**src/rtl/psum_acc_spad.sv**
```systemverilog
// Accumulating partial-sum scratchpad: read-add-write pipeline with same-entry forwarding,
// a clear sequencer and a write-first read port. Build macro PSUM_SAT_EN selects saturating adds.
module psum_acc_spad #(
   parameter int MEM_DEPTH  = 24,
   parameter int DATA_WIDTH = 16,
   parameter int IN_WIDTH   = 16,
   parameter int ADDR_WIDTH = $clog2(MEM_DEPTH)
) (
   input  logic                  clk_i,
   input  logic                  reset_i,
   input  logic                  acc_valid_i,
   output logic                  acc_ready_o,
   input  logic [ADDR_WIDTH-1:0] acc_addr_i,
   input  logic [IN_WIDTH-1:0]   acc_data_i,
   input  logic                  acc_init_i,
   input  logic                  clr_start_i,
   input  logic                  rd_en_i,
   input  logic [ADDR_WIDTH-1:0] rd_addr_i,
   output logic [DATA_WIDTH-1:0] rd_data_o,
   output logic                  rd_valid_o,
   output logic                  ovf_flag_o
);

   typedef enum logic [1:0] {
      CLEAR = 2'd0,
      RUN   = 2'd1,
      DRAIN = 2'd2
   } state_e;

   localparam logic [ADDR_WIDTH-1:0] LAST_ADDR = ADDR_WIDTH'(MEM_DEPTH - 1);
`ifdef PSUM_SAT_EN
   localparam logic [DATA_WIDTH-1:0] MAX_VAL = {1'b0, {(DATA_WIDTH-1){1'b1}}};
   localparam logic [DATA_WIDTH-1:0] MIN_VAL = {1'b1, {(DATA_WIDTH-1){1'b0}}};
`endif

   state_e                  state_q, state_d;
   logic [ADDR_WIDTH-1:0]   clr_cnt_q, clr_cnt_d;
   logic                    clr_we;

   logic [DATA_WIDTH-1:0]   mem_q [MEM_DEPTH];

   logic [DATA_WIDTH-1:0]   acc_ext;
   logic                    acc_fire;
   logic [DATA_WIDTH-1:0]   opnd_d;

   logic                    s2_vld_q;
   logic [ADDR_WIDTH-1:0]   s2_addr_q;
   logic [DATA_WIDTH-1:0]   s2_data_q;
   logic                    s2_init_q;
   logic [DATA_WIDTH-1:0]   s2_opnd_q;

   logic [DATA_WIDTH:0]     sum_w;
   logic                    ovf_w;
   logic [DATA_WIDTH-1:0]   result;

   logic                    ovf_q, ovf_d;
   logic [DATA_WIDTH-1:0]   rd_data_q, rd_data_d;
   logic                    rd_valid_q;

   // ---------------- FSM ----------------
   always_ff @(posedge clk_i or posedge reset_i) begin
      if (reset_i) state_q <= CLEAR;
      else         state_q <= state_d;
   end

   always_comb begin
      state_d = state_q;
      case (state_q)
         CLEAR:   if (clr_cnt_q == LAST_ADDR) state_d = RUN;
         RUN:     if (clr_start_i) state_d = DRAIN;
         DRAIN:   state_d = CLEAR;
         default: state_d = CLEAR;
      endcase
   end

   always_comb begin
      acc_ready_o = (state_q == RUN);
      clr_we      = (state_q == CLEAR);
   end

   always_comb begin
      clr_cnt_d = clr_cnt_q;
      if (clr_we) clr_cnt_d = (clr_cnt_q == LAST_ADDR) ? '0 : clr_cnt_q + ADDR_WIDTH'(1);
   end

   always_ff @(posedge clk_i or posedge reset_i) begin
      if (reset_i) clr_cnt_q <= '0;
      else         clr_cnt_q <= clr_cnt_d;
   end

   // ---------------- stage 1: accept and operand fetch ----------------
   generate
      if (IN_WIDTH < DATA_WIDTH) begin : g_sext
         assign acc_ext = {{(DATA_WIDTH-IN_WIDTH){acc_data_i[IN_WIDTH-1]}}, acc_data_i};
      end else begin : g_nosext
         assign acc_ext = acc_data_i[DATA_WIDTH-1:0];
      end
   endgenerate

   assign acc_fire = acc_valid_i && acc_ready_o;

   // An in-flight result for the same entry has not reached the array yet.
   always_comb begin
      opnd_d = mem_q[acc_addr_i];
      if (s2_vld_q && (s2_addr_q == acc_addr_i)) opnd_d = result;
   end

   always_ff @(posedge clk_i or posedge reset_i) begin
      if (reset_i) begin
         s2_vld_q  <= 1'b0;
         s2_addr_q <= '0;
         s2_data_q <= '0;
         s2_init_q <= 1'b0;
         s2_opnd_q <= '0;
      end else begin
         s2_vld_q <= acc_fire;
         if (acc_fire) begin
            s2_addr_q <= acc_addr_i;
            s2_data_q <= acc_ext;
            s2_init_q <= acc_init_i;
            s2_opnd_q <= opnd_d;
         end
      end
   end

   // ---------------- stage 2: add and commit ----------------
   always_comb begin
      sum_w  = {s2_opnd_q[DATA_WIDTH-1], s2_opnd_q} + {s2_data_q[DATA_WIDTH-1], s2_data_q};
      // Top two sum bits disagree exactly when equal-signed operands produce a flipped sign.
      ovf_w  = ~s2_init_q & (sum_w[DATA_WIDTH] ^ sum_w[DATA_WIDTH-1]);
      result = sum_w[DATA_WIDTH-1:0];
`ifdef PSUM_SAT_EN
      if (ovf_w) result = s2_opnd_q[DATA_WIDTH-1] ? MIN_VAL : MAX_VAL;
`endif
      if (s2_init_q) result = s2_data_q;
   end

   always_ff @(posedge clk_i) begin
      if (s2_vld_q)    mem_q[s2_addr_q] <= result;
      else if (clr_we) mem_q[clr_cnt_q] <= '0;
   end

   always_comb begin
      ovf_d = ovf_q;
      if (state_q != CLEAR && state_d == CLEAR) ovf_d = 1'b0;
      else if (s2_vld_q && ovf_w)               ovf_d = 1'b1;
   end

   always_ff @(posedge clk_i or posedge reset_i) begin
      if (reset_i) ovf_q <= 1'b0;
      else         ovf_q <= ovf_d;
   end

   // ---------------- read port ----------------
   always_comb begin
      rd_data_d = rd_data_q;
      if (rd_en_i) begin
         if (s2_vld_q && (s2_addr_q == rd_addr_i)) rd_data_d = result;
         else                                      rd_data_d = mem_q[rd_addr_i];
      end
   end

   always_ff @(posedge clk_i or posedge reset_i) begin
      if (reset_i) begin
         rd_data_q  <= '0;
         rd_valid_q <= 1'b0;
      end else begin
         rd_data_q  <= rd_data_d;
         rd_valid_q <= rd_en_i;
      end
   end

   assign rd_data_o  = rd_data_q;
   assign rd_valid_o = rd_valid_q;
   assign ovf_flag_o = ovf_q;

endmodule
```
**config.mk**
```make
export PLATFORM = sky130hd
export DESIGN_NAME = psum_acc_spad
export DESIGN_NICKNAME = d
export VERILOG_FILES = /design/src/rtl/psum_acc_spad.sv
export SDC_FILE = /design/constraint.sdc
export NUM_CORES = 1
export LEC_CHECK = 0
export CAP_MARGIN = 30
export CORE_ASPECT_RATIO = 1.2
export CORE_MARGIN = 8
export CORE_UTILIZATION = 55
export CTS_BUF_LIST = sky130_fd_sc_hd__clkbuf_2 sky130_fd_sc_hd__clkbuf_4 sky130_fd_sc_hd__clkbuf_8
export DETAILED_ROUTE_END_ITERATION = 8
export DONT_BUFFER_PORTS = 1
export GPL_ROUTABILITY_DRIVEN = 1
export PLACE_DENSITY = 0.7
export REMOVE_ABC_BUFFERS = 1
export SYNTH_ARGS = -nofsm -noshare
export SYNTH_HDL_FRONTEND = slang
export SYNTH_SLANG_ARGS = --single-unit
```
**constraint.sdc**
```tcl
create_clock -name clk_i -period 10.1 [get_ports clk_i]
set_clock_uncertainty 0.05 [all_clocks]
set_input_delay 1.515 -clock clk_i [delete_from_list [all_inputs] [get_ports clk_i]]
set_output_delay 1.515 -clock clk_i [all_outputs]
set_load 0.005 [all_outputs]
```
==> run summary, run 1 <==
Hpwl dp: 35300 um
Total negative setup slack: 0 ns
CP Capture Type: register
Synth warn: 0
Antenna violations before repair: 0
Die Ht: 238 um
Hold Path Depth: 2
Filler instances: 2986
Core area: 0.0406 mm2
Reg2Reg Depth: 7
Placement Cell Area: 0.0232 mm2
Area delta synth->final: 9.21%
PD cells: 246 mW/mm2
Final min period: 3.42 ns
Vias in the first global route: 13800
Placed cell count: 1913
Skew-Pair Late Insertion Delay: 0.64 ns
Mapped Cells: 1436
Crit path launch type: register
Final std cells w/o fill: 2048
Placement Rows: 81
Finish-stage setup viols: 0
Post-CTS sizing: 0
Largest net degree at the start of global routing: 107
Setup bufs post-CTS: 0
Final WL: 56000 um
Top FF cell, synth: edfxtp_1
Worst path arrival time: 3.66 ns
Cell repeated most along the worst path: a21o_1
CP top delay family: compound AO/OA/AOI/OAI gates
Critical path depth: 7
Slowest stage cell, crit path: and2_1
Status: finished, final reports clean
FMAX: 0.293 GHz
Die Span X: 201 um
Most frequent cells in the layout: edfxtp_1, mux4_2, nand2_1, clkbuf_8, mux2i_1
Bufs and invs on worst path: 0
Drt drc: 0
Die area: 0.0478 mm2
Ys async rst share: 14.0%
Reg-to-reg endpoint: mem_q[1][10]
Root Driver: clkbuf_8
Pleak: 8.61 nW
Syn Area/Cell: 15.7 um2
RSZ-0062 raised after global routing: false
Critical path type: reg -> reg
Register area share after synthesis: 60.4%
Total of max-cap violations: 0
Ports: 51
TritonCTS clock tree: done
Final design utilization: 60.7%
Worst hold slack: 0.465 ns
CTS sink count: 465
Routability cong.: 0.936
Post-route ant nets: 0
Port Buffer Count: 0
Worst hold path startpoint: s2_data_q[3]
Hold buffers post-CTS: 0
GRT overflow: 0
TritonCTS Buffers: 73
First-pass DRT Iterations: 5
R2R setup slack: 6.68 ns
GRT Util Overall: 23.5%
Worst EP required: 10.34 ns
Via Count: 13400
Post-Layout Inst Area: 0.0247 mm2
Diodes inserted: 0
Starting Density: 55.5%
Crit path cell chain: ha_1 -> fa_1 -> a21o_1 -> a221o_1 -> a21o_1 -> a221oi_1 -> and2_1
First-pass GRT wire length: 85000 um
Pins Over Slew Limit: 0
Synth cell types: 63
Worst min-delay path endpoint: s2_data_q[3]
Clock Tree Buf Depth: 3
Final Hold Viols: 0
Worst-margin pin slew: 0.968 ns
EDFF count, synth: 400
Clk pin slew, worst setup/hold paths: 0.06 ns
Share of post-route cells with drive strength above 1: 24.8%
NumNets Final: 1500
Crit Reg-Reg Startpoint: s2_data_q[0]
Relative slew margins: 35.4%
#FFs+latches synth: 465
CP max stage delay: 0.78 ns
Worst VDD drop: 141 uV
Period utilization: 33.8%
Detailed-route vias per instance: 6.53
WL/cell: 27.3 um
Hold WC Path Type: reg -> reg
Commonest non-fill, non-tap cell in the layout: edfxtp_1
H-tree Lvls: 3
Max Fanout on Critical Path: 25
Mapped Area: 0.0226 mm2
DRT iter0 DRCs: 1243
-- cell type report --
cell class                 instances  area, um2  share of cell area (%)
timing repair buffer              40        450                    1.83
multi-input combinational        830       8320                    33.7
tap                              539        674                    2.74
clock buffer                      89       1130                    4.59
inverter                          40        150                   0.609
clock inverter                    45        293                    1.19
sequential                       465      13600                    55.3
-- worst reg2reg max path: cells and delay by family (launching register included) --
kind | cells | cell delay, ns
compound gates | 4 | 1.17
flops | 1 | 0.40
simple gates | 1 | 0.78
fa+ha+maj | 2 | 0.67
-- logic make-up after synthesis --
family | count (synthesis) | share of synthesized area (%)
DFF | 465 | 60.4
and+or+nand+nor | 308 | 6.17
muxes | 271 | 22.6
AOI/OAI and AO/OA | 219 | 6.26
buffers and inverters | 141 | 2.97
adders and majority gates | 18 | 1.03
xor gates and xnor gates | 14 | 0.543
-- sequential cells by signal (all words and copies together) (netlist names), named ones only --
name	flops
s2_init_q	1
ovf_flag_o	1
clr_cnt_q	5
mem_q	384
s2_data_q	16
s2_addr_q	5
s2_opnd_q	16
state_q	2
s2_vld_q	1
rd_valid_o	1
-- report_power, final --
part	leakage [nW]	switching [W]	internal (W)
clock	0.734	0.000745	0.000823
combinational	3.34	0.00102	0.000636
sequential	4.53	0.000207	0.00262
-- worst max path at each step --
stage,slack [ns],to,start
finish,6.68,mem_q[1][10],s2_data_q[0]
global route,6.48,mem_q[4][10],s2_data_q[0]
CTS,6.67,rd_data_o[1],register
detailed placement,6.72,mem_q[2][10],s2_data_q[0]
global placement,6.79,mem_q[4][10],s2_data_q[0]
floorplan,6.67,s2_opnd_q[7],acc_valid_i
-- routing by layer --
metal | share of wire, % | track usage (%) | wire (um) | vias to the layer above
met2 | 50 | 39.2 | 28100 | 590
li1 | - | - | - | 5761
met1 | 39 | 30.7 | 21800 | 6930
met3 | 8.2 | 4.64 | 4590 | 96
met5 | 0 | 0 | 0 | -
met4 | 2.6 | 8.21 | 1470 | 0
-- through the flow --
step,total power [W],worst slack (ns)
final,0.00605,6.68
after global routing,0.00634,6.48
after CTS,0.00606,6.67
after detailed placement,0.00450,6.72
after global placement,0.00442,6.79
after floorplan,0.00387,6.67
-- cell usage after synthesis (4+ instances only) --
| cell | number | area [um2] |
|---|---|---|
| buf_2 | 25 | 125 |
| nor3_1 | 8 | 40.0 |
| and2_1 | 12 | 75.1 |
| nor2_1 | 58 | 218 |
| edfxtp_1 | 400 | 12000 |
| a22oi_1 | 8 | 60.1 |
| a221oi_1 | 4 | 35.0 |
| nand2_1 | 160 | 601 |
| o211ai_1 | 30 | 225 |
| xnor2_1 | 8 | 70.1 |
| nand3_1 | 12 | 60.1 |
| clkbuf_1 | 53 | 199 |
| a211oi_1 | 20 | 150 |
| mux2_2 | 12 | 135 |
| o22ai_1 | 4 | 25.0 |
| buf_6 | 11 | 124 |
| nor2b_1 | 25 | 156 |
| buf_1 | 7 | 26.3 |
| dfrtp_1 | 65 | 1630 |
| mux2i_1 | 69 | 691 |
| nand2b_1 | 5 | 31.3 |
| or3_1 | 4 | 25.0 |
| a21o_1 | 9 | 67.6 |
| buf_4 | 4 | 30.0 |
| a31oi_1 | 12 | 75.1 |
| o21ai_0 | 59 | 295 |
| ha_1 | 17 | 213 |
| inv_1 | 38 | 143 |
| a21oi_1 | 44 | 220 |
| xor2_1 | 6 | 52.6 |
| mux4_2 | 189 | 4260 |
| nand4_1 | 9 | 56.3 |
(Power assumes the default switching activity.)
==> run 2: changes to the inputs <==
--- a/config.mk
+++ b/config.mk
@@ -5,6 +5,7 @@
 export SDC_FILE = /design/constraint.sdc
 export NUM_CORES = 1
 export LEC_CHECK = 0
+export ABC_AREA = 1
 export CAP_MARGIN = 30
 export CORE_ASPECT_RATIO = 1.2
 export CORE_MARGIN = 8
@@ -13,7 +14,7 @@
 export DETAILED_ROUTE_END_ITERATION = 8
 export DONT_BUFFER_PORTS = 1
 export GPL_ROUTABILITY_DRIVEN = 1
-export PLACE_DENSITY = 0.7
+export PLACE_DENSITY = 0.73
 export REMOVE_ABC_BUFFERS = 1
 export SYNTH_ARGS = -nofsm -noshare
 export SYNTH_HDL_FRONTEND = slang
==> constraint.sdc (replaced) <==
create_clock -name clk_i -period 2.95 [get_ports clk_i]
set_clock_uncertainty 0.05 [all_clocks]
set_input_delay 0.4425 -clock clk_i [delete_from_list [all_inputs] [get_ports clk_i]]
set_output_delay 0.4425 -clock clk_i [all_outputs]
set_load 0.005 [all_outputs]
==> run summary, run 2 <==
Total of max-cap violations: 0
Worst setup path end: mem_q[7][14]
Max Fanout on Critical Path: 24
RSZ-0062 raised after global routing: false
DRT iter0 DRCs: 2733
Starting Density: 55.8%
TritonCTS clock tree: done
Ports: 51
Antenna violations before repair: 2
Register area share after synthesis: 57.0%
First-pass DRT Iterations: 7
Worst-margin pin slew: 0.814 ns
Critical path type: reg -> reg
Count leader, synth: nand2_1
Share of post-route cells with drive strength above 1: 9.31%
Worst path arrival time: 2.94 ns
WL/cell: 22.5 um
Final Hold Viols: 0
Mapped Area: 0.0239 mm2
Root Driver: clkbuf_8
Final std cells w/o fill: 3248
Top reg by flops: mem_q
Largest register FFs: 384
Worst VDD drop: 391 uV
Post-route ant nets: 0
Hold WC Path Type: in -> reg
Status: finished, final reports clean
TritonCTS Buffers: 75
R2R setup slack: 0.22 ns
Die Span X: 206 um
Synth top area share: 50.2%
CP max stage delay: 0.44 ns
Most frequent cells in the layout: nand2_1, edfxtp_1, o21ai_0, nand3_1, nor2_1
Total negative setup slack: 0 ns
FMAX: 0.366 GHz
Drt drc: 0
Largest area contributor in the netlist: edfxtp_1
Placed cell count: 3087
Syn Area/Cell: 9.04 um2
Largest net degree at the start of global routing: 307
Placement Cell Area: 0.0244 mm2
Pleak: 10.6 nW
Clk pin slew, worst setup/hold paths: 0.06 ns
Crit path cell chain: ha_1 -> fa_1 -> nand3_1 -> nand3_2 -> nand2_1 -> nand2_1 -> nand2_1 -> nand2_1 -> nand2_1 -> nand3_1 -> nand3_2 -> clkinvlp_4
GRT Util Overall: 28.8%
Period utilization: 92.5%
Finish-stage setup viols: 0
Clock Tree Buf Depth: 3
Via Count: 20400
Relative slew margins: 45.4%
Area delta synth->final: 9.39%
Die Ht: 245 um
Post-synth top cells: nand2_1, edfxtp_1, o21ai_0
Final min period: 2.73 ns
Port Buffer Count: 0
Vias in the first global route: 19700
Top flop regs: mem_q (384), s2_data_q (16), s2_opnd_q (16)
Crit Reg-Reg Startpoint: s2_data_q[0]
Crit path launch: s2_data_q[0]
First-pass GRT wire length: 111000 um
CP Capture Type: register
Worst EP required: 3.16 ns
Post-Layout Inst Area: 0.0262 mm2
CTS sink count: 465
Core area: 0.0429 mm2
Routability cong.: 0.908
Cell repeated most along the worst path: nand2_1
Mapped Cells: 2648
Commonest non-fill, non-tap cell in the layout: nand2_1
Slowest stage cell, crit path: fa_1
Reg-to-reg endpoint: mem_q[7][14]
Detailed-route vias per instance: 6.28
Top FF cell, synth: edfxtp_1
Placement Rows: 83
Worst hold slack: 0.0440 ns
Hpwl dp: 42500 um
NumNets Final: 2686
H-tree Lvls: 3
EDFF count, synth: 400
PD cells: 864 mW/mm2
Area contributors post-synth: edfxtp_1, nand2_1, dfrtp_1, o21ai_0, nand3_1
#FFs+latches synth: 465
Reg2Reg Depth: 12
Pins Over Slew Limit: 0
Skew-Pair Late Insertion Delay: 0.65 ns
Crit path launch type: register
Die area: 0.0505 mm2
Ys async rst share: 14.0%
Total power draw: 0.0226 W
GRT overflow: 0
Final WL: 73200 um
Synth cell types: 37
Synth warn: 0
[run 2: stage by stage]
| step | setup slack (ns) | util [%] |
|---|---|---|
| after global routing | 0.0442 | 61.0 |
| final | 0.221 | 61.0 |
| after CTS | 0.144 | 61.0 |
| after detailed placement | 0.187 | 56.9 |
| after global placement | 0.215 | 56.9 |
| after floorplan | 0.368 | - |
[run 2: metal layers]
layer / wire length, um / global-route usage, % / vias to the layer above
met3: 8610 / 5.12 / 310
met2: 34000 / 44.9 / 1337
met5: 0 / 0 / -
met4: 4040 / 17.4 / 0
li1: - / - / 9164
met1: 26500 / 37.3 / 9589
[run 2: logic make-up (layout without fill, tap and decap cells)]
| logic type | after synthesis | in the layout | share of synthesized area (%) |
|---|---|---|---|
| simple gates | 1085 | 1085 | 19.4 |
| compound gates | 643 | 643 | 15.2 |
| flops | 465 | 465 | 57.0 |
| buf+inv | 437 | 484 | 7.43 |
| fa+ha+maj | 18 | 18 | 0.972 |
| other cells | 0 | 1 | 0 |
[run 2: timing repair]
item | CTS | global route
setup buffers | 0 | 0
endpoints found under the hold margin | 80 | 0
resized for setup | 0 | 3
hold buffers | 24 | 0
endpoints found under the setup margin | 0 | 24
[run 2: worst min-delay path by stage]
| stage | slack [ns] | depth (start not counted) | start | endpoint |
|---|---|---|---|---|
| after CTS | 0.006 | 3 | rd_addr_i[2] | register |
| after detailed placement | 0.39 | 1 | reset_i | state_q[0] |
| after global placement | 0.39 | 1 | reset_i | clr_cnt_q[2] |
| after floorplan | 0.40 | 2 | s2_opnd_q[15] | s2_opnd_q[15] |
| after global routing | 0.07 | 3 | rd_addr_i[2] | register |
| final | 0.04 | 3 | rd_addr_i[2] | register |
[run 2: area by class of cell]
cell class	instances	area (um2)
Fill cell	3492	16700
Sequential cell	465	13600
Multi-Input combinational cell	1746	8560
Clock buffer	93	1170
Inverter	254	960
Timing Repair Buffer	94	846
Tap cell	552	691
Clock inverter	43	312
Antenna cell	1	2.50
[run 2: worst max-delay path: cells and delay by family (launching register included)]
kind          cells  cell delay [ns]
flops             1             0.40
simple gates      9             0.87
buf+inv           1             0.33
fa+ha+maj         2             0.69
[run 2: where the power goes]
group	internal (W)	total (W)	leakage (nW)	switching [W]
logic	0.00193	0.00688	5.27	0.00495
clock network	0.00299	0.00562	0.770	0.00263
registers	0.00951	0.0101	4.52	0.000625
==> run 3: changes to the inputs <==
--- a/config.mk
+++ b/config.mk
@@ -9,12 +9,11 @@
 export CAP_MARGIN = 30
 export CORE_ASPECT_RATIO = 1.2
 export CORE_MARGIN = 8
-export CORE_UTILIZATION = 55
+export CORE_UTILIZATION = 42
 export CTS_BUF_LIST = sky130_fd_sc_hd__clkbuf_2 sky130_fd_sc_hd__clkbuf_4 sky130_fd_sc_hd__clkbuf_8
 export DETAILED_ROUTE_END_ITERATION = 8
 export DONT_BUFFER_PORTS = 1
 export GPL_ROUTABILITY_DRIVEN = 1
-export PLACE_DENSITY = 0.73
 export REMOVE_ABC_BUFFERS = 1
 export SYNTH_ARGS = -nofsm -noshare
 export SYNTH_HDL_FRONTEND = slang
==> run summary, run 3 (same netlist as run 2, synthesis figures left out) <==
Ports: 51
Reg power frac: 44.1%
Largest register FFs: 384
Top reg by flops: mem_q
PD cells: 864 mW/mm2
Via Count: 20000
Total negative setup slack: 0 ns
Antenna violations before repair: 2
Pins Over Slew Limit: 0
TritonCTS Buffers: 75
Port Buffer Count: 0
Die Ht: 278 um
WL/cell: 22.1 um
Int Power: 0.0147 W
Reg-to-reg endpoint: mem_q[3][15]
Crit Reg-Reg Startpoint: s2_data_q[2]
Final std cells w/o fill: 3433
Finish-stage setup viols: 0
Crit path launch type: register
Total of max-cap violations: 0
R2R setup slack: 0.22 ns
Drt drc: 0
First-pass GRT wire length: 114000 um
Clock Tree Buf Depth: 3
Starting Density: 42.1%
Final min period: 2.73 ns
Largest net degree at the start of global routing: 307
DRT iter0 DRCs: 1859
Post-route ant nets: 0
Pleak: 10.6 nW
Clock share of power: 25.5%
Post-Layout Inst Area: 0.0265 mm2
TritonCTS clock tree: done
NumNets Final: 2687
Combinational share of power: 30.4%
Hold Path Depth: 3
Worst path arrival time: 2.90 ns
Worst VDD drop: 423 uV
Hpwl dp: 43800 um
Worst-margin pin slew: 0.929 ns
Switching share of power: 36.1%
Filler instances: 5299
Core area: 0.0568 mm2
Worst hold path startpoint: rd_addr_i[2]
Root Driver: clkbuf_8
Most frequent cells in the layout: nand2_1, edfxtp_1, o21ai_0, nand3_1
First-pass DRT Iterations: 8
Placement Rows: 96
Relative slew margins: 38.1%
Placement Cell Area: 0.0247 mm2
Die area: 0.0649 mm2
Skew-Pair Late Insertion Delay: 0.63 ns
Critical path type: reg -> reg
Worst EP required: 3.12 ns
Max Fanout on Critical Path: 24
Die Span X: 234 um
RSZ-0062 raised after global routing: false
H-tree Lvls: 3
Clk pin slew, worst setup/hold paths: 0.07 ns
Final Hold Viols: 0
Vias in the first global route: 19300
GRT overflow: 0
Status: finished, final reports clean
CP Capture Type: register
Detailed-route vias per instance: 5.82
CTS sink count: 465
FMAX: 0.367 GHz
Reg2Reg Depth: 12
Routability cong.: 0.914
Placed cell count: 3269
Area delta synth->final: 10.9%
NetSw: 0.00827 W
Final WL: 76000 um
Period utilization: 92.4%
Share of post-route cells with drive strength above 1: 9.65%
GRT Util Overall: 23.0%
Top flop regs: mem_q (384), s2_data_q (16), s2_opnd_q (16)
Hold WC Path Type: in -> reg
Commonest non-fill, non-tap cell in the layout: nand2_1
-- run 3: changes by cell type in the layout (fill, tap and decap cells not counted), sizes merged --
cell,previous run,this run
dlygate4sd3,23,22
diode,1,3
bufinv,4,5
clkinv,38,30
inv,248,246
clkinvlp,7,9
clkbuf,93,101
-- run 3: worst max path at each step --
stage / start / endpoint / slack, ns / cells after the start
after floorplan: state_q[1] / mem_q[2][0] / 0.37 / 6
after global routing: s2_data_q[0] / mem_q[9][6] / 0.002 / 11
after detailed placement: s2_data_q[0] / mem_q[2][14] / 0.14 / 11
after global placement: s2_data_q[0] / mem_q[1][14] / 0.21 / 11
after CTS: s2_data_q[0] / mem_q[1][14] / 0.11 / 11
final: s2_data_q[2] / mem_q[3][15] / 0.22 / 12
-- run 3: stage by stage --
step	setup WS [ns]	utilization [%]	hold WS, ns	total power, W
floorplan	0.368	-	0.403	0.0143
global placement	0.208	43.5	0.307	0.0169
detailed placement	0.144	43.5	0.309	0.0170
CTS	0.115	46.6	0.0107	0.0229
global route	0.00240	46.7	0.0570	0.0241
finish	0.223	46.7	0.0525	0.0229
-- run 3: layout make-up --
type	instances	area, um2	area share, %
clock inverters	34	294	1.11
clock buffers	101	1250	4.70
repair buffers	93	886	3.34
inverters	254	968	3.65
well taps	735	920	3.47
flip-flops and latches	465	13600	51.4
diodes	3	7.51	0.0283
multi-input cells	1746	8570	32.3
repair inverters	2	15.0	0.0566
-- run 3: worst max-delay path, stage by stage (launching register included) --
cell and delay [ns]:
dfrtp_1 0.40, ha_1 0.42, nand2_1 0.13, nand3_1 0.14, nand2_1 0.08, nand2_1 0.13
nand2_1 0.09, nand2_1 0.11, nand2_1 0.06, nand3_1 0.06, nand2_1 0.08, nand2_1 0.12
clkinvlp_4 0.40
-- run 3: repair_timing --
item	4_1_cts	5_1_grt
setup buffers	0	1
gates resized for setup	0	7
hold buffers	23	0
endpoints found under the setup margin	0	72
endpoints found under the hold margin	75	0
-- run 3: power groups by stage --
stage / registers [W] / clock network, W / logic [W]
2_1_floorplan: 0.0101 / 0 / 0.00421
3_3_place_gp: 0.0102 / 0 / 0.00670
3_5_place_dp: 0.0102 / 0 / 0.00682
4_1_cts: 0.0101 / 0.00593 / 0.00689
5_1_grt: 0.0103 / 0.00619 / 0.00769
6_report: 0.0101 / 0.00584 / 0.00698
-- run 3: layer usage --
metal / vias up / GRT usage (%) / part of all wire, %
met3: 217 / 3.83 / 8.6
met2: 999 / 38.5 / 48
met5: - / 0 / 0
met4: 0 / 11.6 / 4.4
li1: 9172 / - / -
met1: 9598 / 28.4 / 39
